$ cat config.mk
export PLATFORM = sky130hd
export DESIGN_NAME = fpu_addsub_arbiter
export DESIGN_NICKNAME = d
export VERILOG_FILES = /design/src/rtl/fpu_addsub_arbiter.sv
export SDC_FILE = /design/constraint.sdc
export NUM_CORES = 1
export LEC_CHECK = 0
export BUFFER_PORTS_ARGS = -buffer_cell sky130_fd_sc_hd__buf_2
export CELL_PAD_IN_SITES_DETAIL_PLACEMENT = 0
export CELL_PAD_IN_SITES_GLOBAL_PLACEMENT = 1
export CORE_UTILIZATION = 32
export CTS_CLUSTER_SIZE = 16
export DETAILED_ROUTE_END_ITERATION = 10
export PLACE_DENSITY_LB_ADDON = 0.1
export SLEW_MARGIN = 20
export SYNTH_ARGS = -nofsm -noshare
export SYNTH_HDL_FRONTEND = slang
export SYNTH_SLANG_ARGS = --single-unit
$ cat constraint.sdc
create_clock -name clk -period 3.17 [get_ports clk]
set_input_delay 0.634 -clock clk [delete_from_list [all_inputs] [get_ports clk]]
set_output_delay 0.634 -clock clk [all_outputs]
set_load 0.01 [all_outputs]
$ cat src/rtl/fpu_addsub_arbiter.sv
// Round-robin arbiter sharing one fixed-latency FP32 add/sub datapath between two requesters.
// Optional per-requester completion counters are enabled with `define FPU_ARB_PERF_CNT_EN.
module fpu_addsub_arbiter #(
   parameter int unsigned LATENCY = 3,
   parameter int unsigned CNT_W   = 16
) (
   input  logic             clk,
   input  logic             rst,
   input  logic [1:0]       req_valid,
   output logic [1:0]       req_ready,
   input  logic [63:0]      req_a,
   input  logic [63:0]      req_b,
   input  logic [1:0]       req_sub,
   output logic             dp_start,
   output logic [31:0]      dp_a,
   output logic [31:0]      dp_b,
   output logic             dp_sub,
   input  logic [31:0]      dp_result,
   input  logic [2:0]       dp_flags,
   output logic [1:0]       resp_valid,
   input  logic [1:0]       resp_ready,
   output logic [31:0]      resp_data,
   output logic [2:0]       resp_flags,
   output logic             busy,
   output logic [CNT_W-1:0] perf_cnt0,
   output logic [CNT_W-1:0] perf_cnt1
);

   localparam int unsigned OP_W   = 32;
   localparam int unsigned FLAG_W = 3;
   localparam int unsigned LCNT_W = 4;

   typedef enum logic [1:0] {
      S_IDLE  = 2'd0,
      S_START = 2'd1,
      S_WAIT  = 2'd2,
      S_RESP  = 2'd3
   } state_t;

   state_t              r_state;
   state_t              w_next_state;
   logic                w_accept;
   logic                w_capture;
   logic                w_handshake;
   logic                w_gnt;
   logic [OP_W-1:0]     w_sel_a;
   logic [OP_W-1:0]     w_sel_b;
   logic                w_sel_sub;

   logic                r_prio;
   logic                r_owner;
   logic [LCNT_W-1:0]   r_cnt;
   logic                r_dp_start;
   logic [OP_W-1:0]     r_dp_a;
   logic [OP_W-1:0]     r_dp_b;
   logic                r_dp_sub;
   logic [1:0]          r_resp_valid;
   logic [OP_W-1:0]     r_resp_data;
   logic [FLAG_W-1:0]   r_resp_flags;
   logic                r_busy;

   // Operand mux for the granted requester
   assign w_sel_a   = w_gnt ? req_a[63:32] : req_a[31:0];
   assign w_sel_b   = w_gnt ? req_b[63:32] : req_b[31:0];
   assign w_sel_sub = w_gnt ? req_sub[1]   : req_sub[0];

   always_ff @(posedge clk) begin
      if (rst) r_state <= S_IDLE;
      else     r_state <= w_next_state;
   end

   always_comb begin
      w_next_state = r_state;
      w_accept     = 1'b0;
      w_capture    = 1'b0;
      w_handshake  = 1'b0;
      req_ready    = 2'b00;
      // Priority holder wins only on contention; a lone requester is always granted
      w_gnt        = (&req_valid) ? r_prio : req_valid[1];
      case (r_state)
         S_IDLE: begin
            if (|req_valid) begin
               w_accept         = 1'b1;
               req_ready[w_gnt] = 1'b1;
               w_next_state     = S_START;
            end
         end
         S_START: w_next_state = S_WAIT;
         S_WAIT: begin
            if (r_cnt == '0) begin
               w_capture    = 1'b1;
               w_next_state = S_RESP;
            end
         end
         S_RESP: begin
            if (resp_ready[r_owner]) begin
               w_handshake  = 1'b1;
               w_next_state = S_IDLE;
            end
         end
         default: w_next_state = S_IDLE;
      endcase
   end

   always_ff @(posedge clk) begin
      if (rst) begin
         r_prio       <= 1'b0;
         r_owner      <= 1'b0;
         r_cnt        <= '0;
         r_dp_start   <= 1'b0;
         r_dp_a       <= '0;
         r_dp_b       <= '0;
         r_dp_sub     <= 1'b0;
         r_resp_valid <= 2'b00;
         r_resp_data  <= '0;
         r_resp_flags <= '0;
         r_busy       <= 1'b0;
      end else begin
         r_dp_start <= w_accept;
         if (w_accept) begin
            r_dp_a   <= w_sel_a;
            r_dp_b   <= w_sel_b;
            r_dp_sub <= w_sel_sub;
            r_owner  <= w_gnt;
            r_busy   <= 1'b1;
         end
         // Down-counter spans exactly LATENCY cycles of WAIT
         if (r_state == S_START)
            r_cnt <= LCNT_W'(LATENCY - 1);
         else if (r_state == S_WAIT && r_cnt != '0)
            r_cnt <= r_cnt - LCNT_W'(1);
         if (w_capture) begin
            r_resp_data  <= dp_result;
            r_resp_flags <= dp_flags;
            r_resp_valid <= r_owner ? 2'b10 : 2'b01;
         end
         if (w_handshake) begin
            r_resp_valid <= 2'b00;
            r_prio       <= ~r_owner;
            r_busy       <= 1'b0;
         end
      end
   end

`ifdef FPU_ARB_PERF_CNT_EN
   logic [CNT_W-1:0] r_perf0;
   logic [CNT_W-1:0] r_perf1;

   // Saturating completion counters, bumped on response handshake
   always_ff @(posedge clk) begin
      if (rst) begin
         r_perf0 <= '0;
         r_perf1 <= '0;
      end else if (w_handshake) begin
         if (!r_owner && r_perf0 != '1) r_perf0 <= r_perf0 + CNT_W'(1);
         if (r_owner && r_perf1 != '1)  r_perf1 <= r_perf1 + CNT_W'(1);
      end
   end

   assign perf_cnt0 = r_perf0;
   assign perf_cnt1 = r_perf1;
`else
   assign perf_cnt0 = '0;
   assign perf_cnt1 = '0;
`endif

   assign dp_start   = r_dp_start;
   assign dp_a       = r_dp_a;
   assign dp_b       = r_dp_b;
   assign dp_sub     = r_dp_sub;
   assign resp_valid = r_resp_valid;
   assign resp_data  = r_resp_data;
   assign resp_flags = r_resp_flags;
   assign busy       = r_busy;

endmodule
==> out/results.tsv, run 1 <==
metric	value	unit
outcome	finished clean	
antenna violations before repair	0	
Die Y	129	microns
P&R area growth vs syn	32.9	%
Clock Tree Buf Depth	2	
worst min-delay path class	register to register	
Slew Limit Headroom	0.504	
crit share post-route	0.795	
Max Freq	397	MHz
Die Area	16600	sq um
pin count of the biggest net entering global routing	94	
GP Congestion	0.758	
number of buffers created by CTS	9	
Post-Synthesis Cell Area	5140	sq um
critical path class	register to primary output	
core box area	15400	sq um
clk_lat worst skew	350	ps
setup TNS	0	ps
vias in the first global route	4978	
Routed Antenna Nets	0	
# Post-CTS Setup Buffers	0	
GRT overflow	0	
Post-DP HPWL	11400	microns
Synth cell types	40	
die width	129	microns
Initial Util	0.333	
startpoint types	register	
RSZ-0062 raised after global routing	false	
CTS tree	yes	
Slew Limit Fails	0	
Mapped Cells	598	
via count	5291	
Worst-Margin Slew	745	ps
critical path fanouts, max	42	
Seq cells post-synth	112	
crit path time final	2520	ps
Final Hold Vio Count	0	
CTS sink cnt	112	
Leakage	3.00	nW
post-cts resize count	0	
sequential area share after synthesis	0.437	
area leader, netlist	dfxtp_1	
Final Power	5.23	mW
pwr dens	767	nW/um^2
Clock Tree Root	clkbuf_16	
Total Wirelength	16700	microns
drt first pass iters	5	
total track usage	0.195	
warnings from Yosys	0	
cell row count	45	
nets	1011	
DRC viols	0	
MaxCap Viol Count	0	
post-synth top area share	0.437	
global-route wire length before repair	25400	microns
IO Count	309	
Worst Skew	6.86	ps
worst vdd ir	0.000382	V
Post-CTS Hold Buffers	0	
Clock Pin Slew Worst Setup and Hold Paths	70	ps
H-Tree Depth	3	
Initial DRC Count	227	
layout cells sized above 1	0.374	
synth top area cells	dfxtp_1 44%, a21oi_1 7.6%, a32oi_1 6.3%	
Port Buffer Count	276	
# diodes	0	
DR WL/cell	15.8	microns
CP required	2540	ps
via/cell ratio	5.03	
Worst Setup End Kind	primary output	
CP arrival	1890	ps
Setup violations, final	0	
Mean Syn Cell Area	8.59	sq um
cell usage after synthesis (all sizes together):
| cell | number |
|---|---|
| or4 | 1 |
| xor2 | 1 |
| a32oi | 37 |
| mux2i | 2 |
| nand3 | 1 |
| clkbuf | 32 |
| nor2b | 1 |
| or3 | 1 |
| and2 | 3 |
| nand4bb | 1 |
| nor3 | 1 |
| or2 | 1 |
| nand3b | 28 |
| nand2b | 1 |
| a211oi | 2 |
| o31a | 1 |
| nor3b | 3 |
| a21oi | 78 |
| a311oi | 28 |
| conb | 1 |
| o21ai | 32 |
| nand4b | 37 |
| inv | 8 |
| nor4bb | 1 |
| a2bb2oi | 1 |
| nor2 | 33 |
| nand2 | 77 |
| buf | 63 |
| o211ai | 1 |
| dfxtp | 112 |
| ha | 5 |
| a221o | 1 |
| o21a | 2 |
| or3b | 1 |
placed cells by master, fill, tap and decap left out, types with 7 or more instances in the layout:
master       n
dfxtp_1    112
nor2_1      33
o21ai_1      8
inv_1        7
a32oi_1     37
o21ai_0     23
a311oi_1    28
clkbuf_16    9
a21oi_1     78
nand2_1     77
nand3b_1    28
buf_2      275
nand4b_1    37
conb_1      32
buf_4       14
final cells by class:
type	count	area, sq um
fill	1635	8600
multi-input combinational	414	2490
sequential	112	2240
timing repair buffer	290	1500
tap	211	264
clock buffer	9	225
clock inverter	7	70.1
inverter	8	30.0
worst max-delay path, stage by stage, from the launching register on:
cell	delay (ps)
dfxtp_1	340
inv_1	130
ha_1	190
buf_4	400
and2_1	200
and2_1	130
buf_2	150
report_power, final:
part | total [mW] | switching [mW] | internal [mW]
combinational | 2.07 | 1.23 | 0.844
clock | 1.16 | 0.541 | 0.616
sequential | 2.01 | 0.208 | 1.80
registers in the layout (all words and copies together), names as in the netlist:
name / cells
r_owner: 1
r_prio: 1
dp_b: 32
resp_flags: 3
busy: 1
r_state: 2
dp_start: 1
resp_valid: 2
resp_data: 32
r_cnt: 4
dp_sub: 1
dp_a: 32
final timing paths:
| path | from | end | slack [ps] | depth (start not counted) |
|---|---|---|---|---|
| min reg2reg | resp_data[26]$_SDFFE_PP0P_ | resp_data[26]$_SDFFE_PP0P_ | 450 | 2 |
| max reg2reg | r_state[0]$_SDFFE_PP0P_ | dp_b[4]$_SDFFE_PP0P_ | 1100 | 7 |
| max | r_state[0]$_SDFFE_PP0P_ | req_ready[0] | 650 | 6 |
| min | resp_data[26]$_SDFFE_PP0P_ | resp_data[26]$_SDFFE_PP0P_ | 450 | 2 |
kinds of logic (layout without fill, tap and decap cells):
family,Yosys count,after routing,synth area share
XOR/XNOR,1,1,0.00171
buffers and inverters,103,314,0.106
flip-flops,112,112,0.437
adder cells (fa/ha/maj),5,5,0.0122
multiplexers,2,2,0.00390
AND/OR/NAND/NOR,191,191,0.208
AO/OA/AOI/OAI,183,183,0.232
other,1,32,0.000730
metrics by stage:
stage,cells,area [sq um],setup slack (ps),hold WS (ps),utilization
detailed placement,1035,6530,935,446,0.423
floorplan,629,5250,1160,455,-
finish,1051,6830,649,451,0.442
CTS,1051,6830,610,457,0.442
global route,1051,6830,504,473,0.442
global placement,1035,6530,1010,438,0.423
metal layers:
layer	wire (microns)	global-route usage
met2	7970	0.323
met1	6890	0.228
met3	1460	0.0757
met5	0	0
met4	340	0.0720
No activity file was read; power rests on OpenSTA's default activity.
==> inputs of run 2 (changes only) <==
--- a/config.mk
+++ b/config.mk
@@ -8,7 +8,7 @@
 export BUFFER_PORTS_ARGS = -buffer_cell sky130_fd_sc_hd__buf_2
 export CELL_PAD_IN_SITES_DETAIL_PLACEMENT = 0
 export CELL_PAD_IN_SITES_GLOBAL_PLACEMENT = 1
-export CORE_UTILIZATION = 32
+export CORE_UTILIZATION = 27
 export CTS_CLUSTER_SIZE = 16
 export DETAILED_ROUTE_END_ITERATION = 10
 export PLACE_DENSITY_LB_ADDON = 0.1
==> constraint.sdc (replaced) <==
create_clock -name clk -period 2.1 [get_ports clk]
set_input_delay 0.42 -clock clk [delete_from_list [all_inputs] [get_ports clk]]
set_output_delay 0.42 -clock clk [all_outputs]
set_load 0.01 [all_outputs]
==> out/results.tsv, run 2 (synthesis gave the netlist of run 1 again) <==
metric	value	unit
outcome	finished clean	
CP required	1680	ps
IO Count	309	
crit path time final	1960	ps
Crit path max-delay family	simple AND/OR/NAND/NOR gates	
layout cells sized above 1	0.380	
post-route cell area	6890	sq um
global-route wire length before repair	26500	microns
via count	5320	
Final Hold Vio Count	0	
pwr dens	1150	nW/um^2
setup TNS	0	ps
antenna violations before repair	3	
core box area	18700	sq um
Clock Tree Buf Depth	2	
startpoint types	register	
Port Buffer Count	276	
CTS tree	yes	
via/cell ratio	4.93	
MaxCap Viol Count	0	
Post-CTS Hold Buffers	0	
slowest cell on the critical path	dfxtp_1	
Clock Pin Slew Worst Setup and Hold Paths	70	ps
nets	1014	
Final WS setup	137	ps
final core occ	0.368	
Worst Setup End Kind	primary output	
Routed Antenna Nets	0	
CP dominant cell by count	and2_1	
Clock Tree Root	clkbuf_16	
CP arrival	1540	ps
Setup violations, final	0	
Buf/Inv on CP	2	
Worst Skew	7.17	ps
Area after DPL	6590	sq um
worst vdd ir	0.000475	V
Die Area	19600	sq um
Die Y	140	microns
vias in the first global route	5059	
cell row count	50	
DRC viols	0	
critical path class	register to primary output	
total track usage	0.171	
critical path fanouts, max	7	
pin count of the biggest net entering global routing	66	
Post-DP HPWL	12100	microns
CTS sink cnt	112	
most common cell after layout, fill and taps aside	buf_2	
Place WS	293	ps
H-Tree Depth	3	
Slew Limit Fails	0	
Initial Util	0.275	
die width	140	microns
RSZ-0062 raised after global routing	false	
crit share post-route	0.935	
slowest stage delay, CP	330	ps
GRT overflow	0	
drt first pass iters	4	
commonest cells after routing, fill and taps aside	275 x buf_2, 112 x dfxtp_1, 78 x a21oi_1, 76 x nand2_1	
Worst-Margin Slew	774	ps
worst min-delay path class	input port to register	
Slew Limit Headroom	0.484	
Initial DRC Count	280	
number of buffers created by CTS	9	
DR WL/cell	16.2	microns
clk_lat worst skew	350	ps
Total Wirelength	17500	microns
Leakage	3.00	nW
Max Freq	509	MHz
P&R area growth vs syn	34.2	%
CP cell instances	inv_1, ha_4, and2_1, and2_1, buf_2	
GP Congestion	0.769	
[run 2: changes by cell type in the layout (fill, tap and decap cells not counted), sizes merged]
cell      before  now
buf          290  293
bufinv         1    0
clkinvlp       1    3
diode          0    2
inv           10    9
[run 2: worst reg2reg max path, delay by kind of cell (launching register included)]
kind | cells | cell delay, ps
flip-flops | 1 | 330
AO/OA/AOI/OAI | 1 | 140
buffers and inverters | 2 | 510
AND/OR/NAND/NOR | 2 | 390
adder cells (fa/ha/maj) | 1 | 370
[run 2: repair_timing]
item,CTS,global route
resized for setup,1,3
endpoints found under the setup margin,1,2
setup buffers,0,0
[run 2: worst paths after layout]
check,start,to,slack (ps),cells after the start
worst max-delay path,r_state[0]$_SDFFE_PP0P_,req_ready[0],140,5
worst min-delay path,dp_result[31],resp_data[31]$_SDFFE_PP0P_,300,3
worst max register to register,r_state[0]$_SDFFE_PP0P_,resp_data[25]$_SDFFE_PP0P_,290,6
worst min register to register,resp_data[6]$_SDFFE_PP0P_,resp_data[6]$_SDFFE_PP0P_,450,2
[run 2: cell type report]
type,count,area [sq um]
inverters,8,30.0
clock inverters,7,46.3
well taps,234,293
repair buffers,293,1540
fillers,1997,11800
clock buffers,9,225
flip-flops and latches,112,2240
diodes,2,5.00
multi-input cells,414,2510
[run 2: metal layers]
layer  up-vias  part of all wire  track usage
li1       2592                 -            -
met2       212              0.49        0.293
met5         -                 0            0
met1      2493              0.41        0.198
met3        23             0.082       0.0544
met4         0             0.021       0.0654
[run 2: report_power, final]
| part | internal (mW) | total (mW) | switching, mW |
|---|---|---|---|
| combinational | 1.34 | 3.25 | 1.91 |
| sequential | 2.72 | 3.03 | 0.313 |
| clock | 0.804 | 1.63 | 0.825 |
[run 2: metrics by stage]
| stage | hold slack (ps) | instances | power (mW) |
|---|---|---|---|
| 3_3_place_gp | 439 | 1061 | 6.27 |
| 3_5_place_dp | 444 | 1061 | 6.33 |
| 2_1_floorplan | 455 | 629 | 5.07 |
| 5_1_grt | 290 | 1079 | 8.48 |
| 6_report | 298 | 1079 | 7.91 |
| 4_1_cts | 280 | 1077 | 8.00 |
==> inputs of run 3 (changes only) <==
--- a/config.mk
+++ b/config.mk
@@ -8,7 +8,7 @@
 export BUFFER_PORTS_ARGS = -buffer_cell sky130_fd_sc_hd__buf_2
 export CELL_PAD_IN_SITES_DETAIL_PLACEMENT = 0
 export CELL_PAD_IN_SITES_GLOBAL_PLACEMENT = 1
-export CORE_UTILIZATION = 27
+export CORE_UTILIZATION = 30
 export CTS_CLUSTER_SIZE = 16
 export DETAILED_ROUTE_END_ITERATION = 10
 export PLACE_DENSITY_LB_ADDON = 0.1
==> constraint.sdc (replaced) <==
create_clock -name clk -period 1.9 [get_ports clk]
set_input_delay 0.38 -clock clk [delete_from_list [all_inputs] [get_ports clk]]
set_output_delay 0.38 -clock clk [all_outputs]
set_load 0.01 [all_outputs]
==> out/results.tsv, run 3 (synthesis gave the netlist of run 1 again) <==
metric	value	unit
setup TNS	0	ps
Initial DRC Count	211	
final core occ	0.417	
Reg power frac	0.381	
Buf/Inv on CP	2	
IO Count	309	
Post-DP HPWL	12200	microns
Worst Setup End Kind	primary output	
register area	2240	sq um
antenna violations before repair	2	
Internal Pwr Total	5.49	mW
total track usage	0.188	
pin count of the biggest net entering global routing	58	
Max Freq	559	MHz
DR WL/cell	16.0	microns
combinational share of power	0.415	
GRT overflow	0	
CP required	1520	ps
# Post-CTS Setup Buffers	0	
Routed Antenna Nets	0	
slowest stage delay, CP	350	ps
crit path time final	1790	ps
H-Tree Depth	3	
CP dominant cell by count	and2_4	
Worst Skew	8.61	ps
crit share post-route	0.942	
DRC viols	0	
Slew Limit Fails	0	
global-route wire length before repair	26500	microns
Port Buffer Count	276	
clk_lat worst skew	350	ps
number of buffers created by CTS	9	
Switching Fraction	0.377	
CP cell instances	inv_1, ha_4, and2_4, and2_4, buf_2	
Die Y	133	microns
GP Congestion	0.800	
RSZ-0062 raised after global routing	false	
commonest cells after routing, fill and taps aside	275 x buf_2, 110 x dfxtp_1, 78 x a21oi_1, 77 x nand2_1	
Multi-input gate area	2510	sq um
Area after DPL	6640	sq um
critical path class	register to primary output	
cell row count	47	
core box area	16600	sq um
Clock Pin Slew Worst Setup and Hold Paths	80	ps
layout cells sized above 1	0.386	
Clk network pwr share	0.205	
Crit path max-delay family	flip-flops	
Setup violations, final	0	
nets	1019	
CTS tree	yes	
Clock Tree Root	clkbuf_16	
CP arrival	1410	ps
Initial Util	0.309	
worst min-delay path class	input port to register	
via/cell ratio	5.03	
post-route cell area	6940	sq um
vias in the first global route	5252	
Clock Tree Buf Depth	2	
Leakage	3.04	nW
Final Hold Vio Count	0	
CTS sink cnt	112	
critical path fanouts, max	6	
startpoint types	register	
switching power	3.33	mW
P&R area growth vs syn	35.1	%
pwr dens	1270	nW/um^2
# fillers	1766	
MaxCap Viol Count	0	
Total Wirelength	17100	microns
most common cell after layout, fill and taps aside	buf_2	
final hold slack	265	ps
Die Area	17600	sq um
# diodes	0	
outcome	finished clean	
slowest cell on the critical path	dfxtp_2	
via count	5369	
worst vdd ir	0.000542	V
die width	133	microns
drt first pass iters	6	
-- run 3: power groups by stage --
stage,Combinational (mW),Clock (mW),Sequential [mW]
global route,4.01,1.98,3.44
finish,3.66,1.80,3.36
global placement,3.55,0,3.39
floorplan,1.93,0,3.67
detailed placement,3.63,0,3.40
CTS,3.66,1.88,3.36
-- run 3: cell type report --
| cell class | instances | share of cell area |
|---|---|---|
| Clock buffer | 12 | 0.0355 |
| Clock inverter | 4 | 0.00415 |
| Inverter | 8 | 0.00433 |
| Multi-Input combinational cell | 414 | 0.362 |
| Sequential cell | 112 | 0.323 |
| Tap cell | 220 | 0.0397 |
| Timing Repair Buffer | 298 | 0.230 |
-- run 3: worst reg2reg max path, delay by kind of cell, from the launching register on --
kind | cells | cell delay [ps]
compound gates | 2 | 560
fa+ha+maj | 1 | 220
simple gates | 1 | 410
buf+inv | 1 | 70
flops | 1 | 320
-- run 3: metal layers --
metal / share of wire / track usage
met1: 0.42 / 0.222
met2: 0.47 / 0.316
met3: 0.080 / 0.0521
met4: 0.028 / 0.0817
met5: 0.00059 / 0
-- run 3: repair_timing --
action | CTS | global route
hold buffers | 0 | 0
setup endpoints to repair | 2 | 1
resized for setup | 6 | 2
pin swaps | 0 | 0
endpoints found under the hold margin | 0 | 0
-- run 3: metrics by stage --
stage	setup slack, ps	instances	power (mW)
after global placement	224	1052	6.94
after global routing	29.6	1068	9.43
after CTS	21.0	1068	8.91
after detailed placement	159	1052	7.03
after floorplan	209	629	5.60
final	110	1068	8.82
-- run 3: final timing paths --
kind | from | end | slack, ps | cells after the start
max | r_state[1]$_SDFFE_PP0P_ | req_ready[0] | 110 | 5
min | dp_result[8] | resp_data[8]$_SDFFE_PP0P_ | 270 | 3
max reg2reg | r_cnt[0]$_SDFFE_PP0P_ | r_state[0]$_SDFFE_PP0P_ | 230 | 5
min reg2reg | resp_data[1]$_SDFFE_PP0P_ | resp_data[1]$_SDFFE_PP0P_ | 450 | 2
